<file path="config.mk">
export PLATFORM = sky130hd
export DESIGN_NAME = uart_rx_param
export DESIGN_NICKNAME = d
export VERILOG_FILES = /design/src/rtl/uart_rx_param.sv
export SDC_FILE = /design/constraint.sdc
export NUM_CORES = 1
export LEC_CHECK = 0
export ABC_AREA = 1
export CORE_UTILIZATION = 30
export CTS_BUF_LIST = sky130_fd_sc_hd__clkbuf_4 sky130_fd_sc_hd__clkbuf_8
export DETAILED_ROUTE_END_ITERATION = 6
export DONT_BUFFER_PORTS = 1
export SLEW_MARGIN = 25
export SYNTH_ARGS = -nofsm -noshare
export SYNTH_HDL_FRONTEND = slang
export SYNTH_SLANG_ARGS = --single-unit
</file>
<file path="constraint.sdc">
create_clock -name clk -period 2.9 [get_ports clk]
set_clock_uncertainty 0.2 [all_clocks]
set_input_delay 0.58 -clock clk [delete_from_list [all_inputs] [get_ports clk]]
set_output_delay 0.58 -clock clk [all_outputs]
set_load 0.02 [all_outputs]
</file>
<file path="src/rtl/uart_rx_param.sv">
// uart_rx_param: parametrised UART receiver with mid-bit start validation, parity/framing/overrun flags and a one-entry holding register
module uart_rx_param #(
    parameter int DATA_W      = 8,
    parameter int OSR         = 16,
    parameter int DIV_W       = 12,
    parameter int SYNC_STAGES = 2
) (
    input  logic              clk,
    input  logic              reset,
    input  logic              rx_en,
    input  logic              rx,
    input  logic [DIV_W-1:0]  baud_divisor,
    input  logic [1:0]        parity_mode,
    input  logic              stop_sel,
    input  logic              data_ack,
    output logic [DATA_W-1:0] data_out,
    output logic              data_valid,
    output logic              parity_err,
    output logic              frame_err,
    output logic              overrun_err,
    output logic              busy
);
    localparam int SW = $clog2(OSR);
    localparam int IW = $clog2(DATA_W);
    localparam logic [SW-1:0] S_HALF = SW'(OSR / 2 - 1);
    localparam logic [SW-1:0] S_FULL = SW'(OSR - 1);
    localparam logic [IW-1:0] I_LAST = IW'(DATA_W - 1);

    typedef enum logic [2:0] {IDLE, START, DATA, PARITY, STOP1, STOP2} state_t;
    state_t state, state_d;

    logic [SYNC_STAGES-1:0] sync;
    logic                   rx_s, rx_d;
    logic [DIV_W-1:0]       tcnt, div;
    logic [SW-1:0]          scnt;
    logic [IW-1:0]          idx;
    logic [DATA_W-1:0]      shreg;
    logic [1:0]             pmode;
    logic                   two_stop, perr, ferr;
    logic                   tick, half, full, start_edge, commit, load, fin_ferr;

    assign rx_s       = sync[SYNC_STAGES-1];
    assign div        = (baud_divisor == '0) ? DIV_W'(1) : baud_divisor;
    assign tick       = (state != IDLE) && (tcnt == div - DIV_W'(1));
    assign half       = tick && (scnt == S_HALF);
    assign full       = tick && (scnt == S_FULL);
    assign start_edge = rx_en && rx_d && !rx_s;
    // final stop sample: the frame is handed over on this same edge
    assign commit     = rx_en && full && ((state == STOP1 && !two_stop) || state == STOP2);
    assign load       = commit && (!data_valid || data_ack);
    assign fin_ferr   = ferr | ~rx_s;
    assign busy       = state != IDLE;

    always_comb begin
        state_d = state;
        case (state)
            IDLE:    state_d = start_edge ? START : IDLE;
            START:   state_d = half ? (rx_s ? IDLE : DATA) : START;
            DATA:    state_d = (full && idx == I_LAST) ? ((pmode == 2'b01 || pmode == 2'b10) ? PARITY : STOP1) : DATA;
            PARITY:  state_d = full ? STOP1 : PARITY;
            STOP1:   state_d = full ? (two_stop ? STOP2 : IDLE) : STOP1;
            STOP2:   state_d = full ? IDLE : STOP2;
            default: state_d = IDLE;
        endcase
        if (!rx_en) state_d = IDLE;
    end

    always_ff @(posedge clk) state <= reset ? IDLE : state_d;

    always_ff @(posedge clk) begin
        if (reset) begin
            sync     <= '1;
            rx_d     <= 1'b1;
            tcnt     <= '0;
            scnt     <= '0;
            idx      <= '0;
            shreg    <= '0;
            pmode    <= '0;
            two_stop <= 1'b0;
            perr     <= 1'b0;
            ferr     <= 1'b0;
        end else begin
            sync <= {sync[SYNC_STAGES-2:0], rx};
            rx_d <= rx_s;
            tcnt <= (state == IDLE || tick) ? '0 : tcnt + DIV_W'(1);
            scnt <= (state == IDLE || (state == START ? half : full)) ? '0 : scnt + SW'(tick);
            if (state == IDLE && start_edge) begin
                idx      <= '0;
                pmode    <= parity_mode;
                two_stop <= stop_sel;
                perr     <= 1'b0;
                ferr     <= 1'b0;
            end
            if (state == DATA && full) begin
                shreg[idx] <= rx_s;
                idx        <= idx + IW'(1);
            end
            // odd mode expects total parity 1, so invert the even-mode result
            if (state == PARITY && full) perr <= (^shreg ^ rx_s) ^ pmode[1];
            if (state == STOP1 && full) ferr <= ~rx_s;
        end
    end

    always_ff @(posedge clk) begin
        if (reset) begin
            data_out    <= '0;
            data_valid  <= 1'b0;
            parity_err  <= 1'b0;
            frame_err   <= 1'b0;
            overrun_err <= 1'b0;
        end else begin
            overrun_err <= commit && !load;
            if (load) begin
                data_out   <= shreg;
                parity_err <= perr;
                frame_err  <= fin_ferr;
                data_valid <= 1'b1;
            end else if (data_ack) begin
                data_valid <= 1'b0;
                parity_err <= 1'b0;
                frame_err  <= 1'b0;
            end
        end
    end
endmodule

</file>
==> flow_metrics.py <==
metrics = {
    "clock_tree": {
        "root_buffer": "clkbuf_8",
        "clk_path_buf_depth": 2,
        "cts_tree": "done",
        "cts_inserted_buffers": 5,
        "cts-htree-levels": 2,
        "clkTransAtPathRegs_ps": 100,
        "numClockSinks": 50,
        "cts_hold_buf": 0,
        "clk_latency_ps": 310,
    },
    "synthesis": {
        "synth_nets": 489,
        "ys_warn_count": 0,
        "synth-edff-count": 0,
        "synth_seq_area_share_pct": 31.86,
        "synth.area.top_cells": "dfxtp_1, nand2_1, inv_1",
        "synth_most_common_cell": "nand2_1",
        "yosys-top-cells-count": "nand2_1, inv_1, nor2_1",
        "avgSynthCellArea_sq_um": 6.786,
        "synthesis.instances": 463,
        "syn_area_sq_mm": 0.003142,
        "ys_types": 36,
        "synthArstFlopShare_pct": 0,
        "synth_top_area_cell": "dfxtp_1",
        "synth_top_area_share_pct": 31.86,
        "synthFlopType": "dfxtp_1",
        "ys_seq_elements": 50,
    },
    "timing": {
        "finalCritPeriodShare_pct": 96.24,
        "setup_viol": 0,
        "fin_crit_ps": 2791,
        "hold_viol": 0,
        "worst_slew_pin_slew_ps": 521.7,
        "slew_headroom_pct": 65.18,
        "hold_ws_ps": 124.4,
        "fin_ws_ps": 109.1,
        "timing.fmax_mhz": 358.3,
        "rsz0062_at_grt": "true",
        "finalMaxSlewViolations": 0,
    },
    "detailed_routing": {
        "firstDrtPassIters": 4,
        "wirelength_mm": 6.813,
        "dr_total_vias": 2802,
        "route.detailed.drc": 0,
        "avgRoutedWirePerCell_microns": 11.01,
        "drt_iter0_markers": 96,
        "via_per_inst": 4.527,
        "ant_nets": 0,
    },
    "global_route": {
        "grt_pass1_vias": 2684,
        "overflow": 0,
        "grt_use_total_pct": 13.37,
        "grt_first_pass_wirelength_mm": 12.21,
        "antenna_found_initial": 0,
        "grt_max_degree": 21,
    },
    "placed_design": {
        "pre_cts_slack_ps": -301.6,
        "port_buffers": 0,
        "place_congestion": 0.8373,
        "dp_hpwl_mm": 5.330,
    },
    "floorplan": {
        "io_pins": 33,
        "dieArea_sq_mm": 0.01089,
        "dieHeight_microns": 104.3,
        "fp-row-count": 36,
        "die_w_microns": 104.3,
        "core_sq_mm": 0.009955,
        "start_util_pct": 31.56,
    },
    "worst_setup_path": {
        "crit_path_start_kind": "input port",
        "cp-end-kind": "register",
        "cp.arrival_ps": 2840,
        "timing.rr.start": "tcnt[6]",
        "max_stage_delay_ps": 260,
        "critPathSlowestCell": "ha_4",
        "startpoint": "baud_divisor[1]",
        "cp.required_ps": 2950,
        "worstPathCellList": "nor2_4, nand2_2, nor2_4, nand2_4, nand2_4, inv_4, ha_4, xor2_2, nand3_1, nor2_1, nand2_1, nor2_1, nand2_1, nor2_4, nand4_4, nor2_4, nand4_4, buf_12, nand2_1, nand2_1, nor2_1",
        "worst-setup-path-type": "in -> reg",
        "worstPathMaxFanout": 18,
    },
    "cells_and_area": {
        "diodes": 0,
        "layout-drive-gt1-share_pct": 20.58,
        "nets": 511,
        "nFillCells": 1033,
        "area_delta_synth_final_pct": 18.28,
    },
    "pwr": {
        "peakVddDrop_v": 0.0001559,
        "p_leak_nw": 1.517,
        "powerDensity_mw_per_mm2": 335.2,
    },
    "min_path": {
        "hold_path_startpoint": "reset",
        "hold_class": "in -> reg",
    },
    "flow_run": {
        "drv_cap": 0,
    },
    "outcome": {
        "status": "finished, final reports clean",
    },
}
==> stage by stage <==
| step | instance area, sq um | instances | utilization [%] | power (mW) | TNS (ps) |
|---|---|---|---|---|---|
| 2_1_floorplan | 3194 | 463 | - | 0.7872 | -2185 |
| 5_1_grt | 3716 | 619 | 37.33 | 1.308 | -740.1 |
| 3_3_place_gp | 3510 | 609 | 35.26 | 0.8108 | -4201 |
| 6_report | 3716 | 619 | 37.33 | 1.246 | 0 |
| 4_1_cts | 3608 | 617 | 36.25 | 1.259 | 0 |
| 3_5_place_dp | 3510 | 609 | 35.26 | 0.8116 | -6069 |
==> where the power goes <==
part	switching, mW	internal (mW)	total [mW]
clock	0.245	0.197	0.442
combinational	0.0639	0.0470	0.111
sequential	0.00355	0.689	0.693
total	0.312	0.933	1.25
==> flip-flops by register name, summed over array words and instances (netlist names) <==
signal,cells
perr,1
ferr,1
state,3
shreg,8
pmode,2
data_valid,1
frame_err,1
tcnt,12
two_stop,1
parity_err,1
sync,2
idx,3
data_out,8
scnt,4
overrun_err,1
rx_d,1
==> repair_timing <==
action                                 4_1_cts  5_1_grt
setup buffers                                0        2
setup endpoints to repair                    0       21
endpoints found under the hold margin        0        0
gates resized for setup                      0       25
==> cell families after synthesis <==
family / count (synthesis) / synth area share (%)
XOR/XNOR: 25 / 7.567
AO/OA/AOI/OAI: 30 / 4.978
buffers and inverters: 77 / 9.916
adder cells (fa/ha/maj): 6 / 2.389
AND/OR/NAND/NOR: 275 / 43.29
flip-flops: 50 / 31.86
==> routing by layer <==
| metal | wire, microns | global-route usage [%] | vias up |
|---|---|---|---|
| li1 | - | - | 1501 |
| met1 | 3371 | 17.66 | 1261 |
| met2 | 3143 | 22.37 | 35 |
| met3 | 220 | 2.318 | 5 |
| met4 | 77 | 3.367 | 0 |
| met5 | 0 | 0 | - |
==> area by class of cell <==
| class | instances | area (sq um) | share of cell area (%) |
|---|---|---|---|
| clock inverter | 2 | 16.27 | 0.4377 |
| sequential | 50 | 1001 | 26.94 |
| multi-input combinational | 336 | 1974 | 53.13 |
| clock buffer | 6 | 82.58 | 2.222 |
| tap | 133 | 166.4 | 4.478 |
| timing repair buffer | 24 | 217.7 | 5.859 |
| inverter | 68 | 257.7 | 6.936 |
==> final timing paths <==
path                       to  cells after the start  slack, ps
hold reg to reg       sync[1]                      1        220
setup reg to reg  data_out[6]                     16        510
setup / recovery  data_out[6]                     21        110
hold / removal      frame_err                      1        120
==> worst max-delay path: cells and delay by family <==
| family | cells | cell delay (ps) |
|---|---|---|
| buffers and inverters | 2 | 230 |
| adders and majority gates | 1 | 260 |
| xor gates and xnor gates | 1 | 150 |
| and+or+nand+nor | 17 | 1630 |
==> cell usage in the layout, fill, tap and decap left out, types with 11 or more instances in the layout <==
cell / instances
dfxtp_1: 50
nand2_1: 94
nand4_1: 16
a21oi_1: 18
nand2_2: 12
nor2_4: 11
inv_1: 64
nand3_1: 38
buf_4: 21
xor2_1: 12
nor2_2: 14
nor2_1: 58
Note: power is estimated with default switching activity, not from simulation.
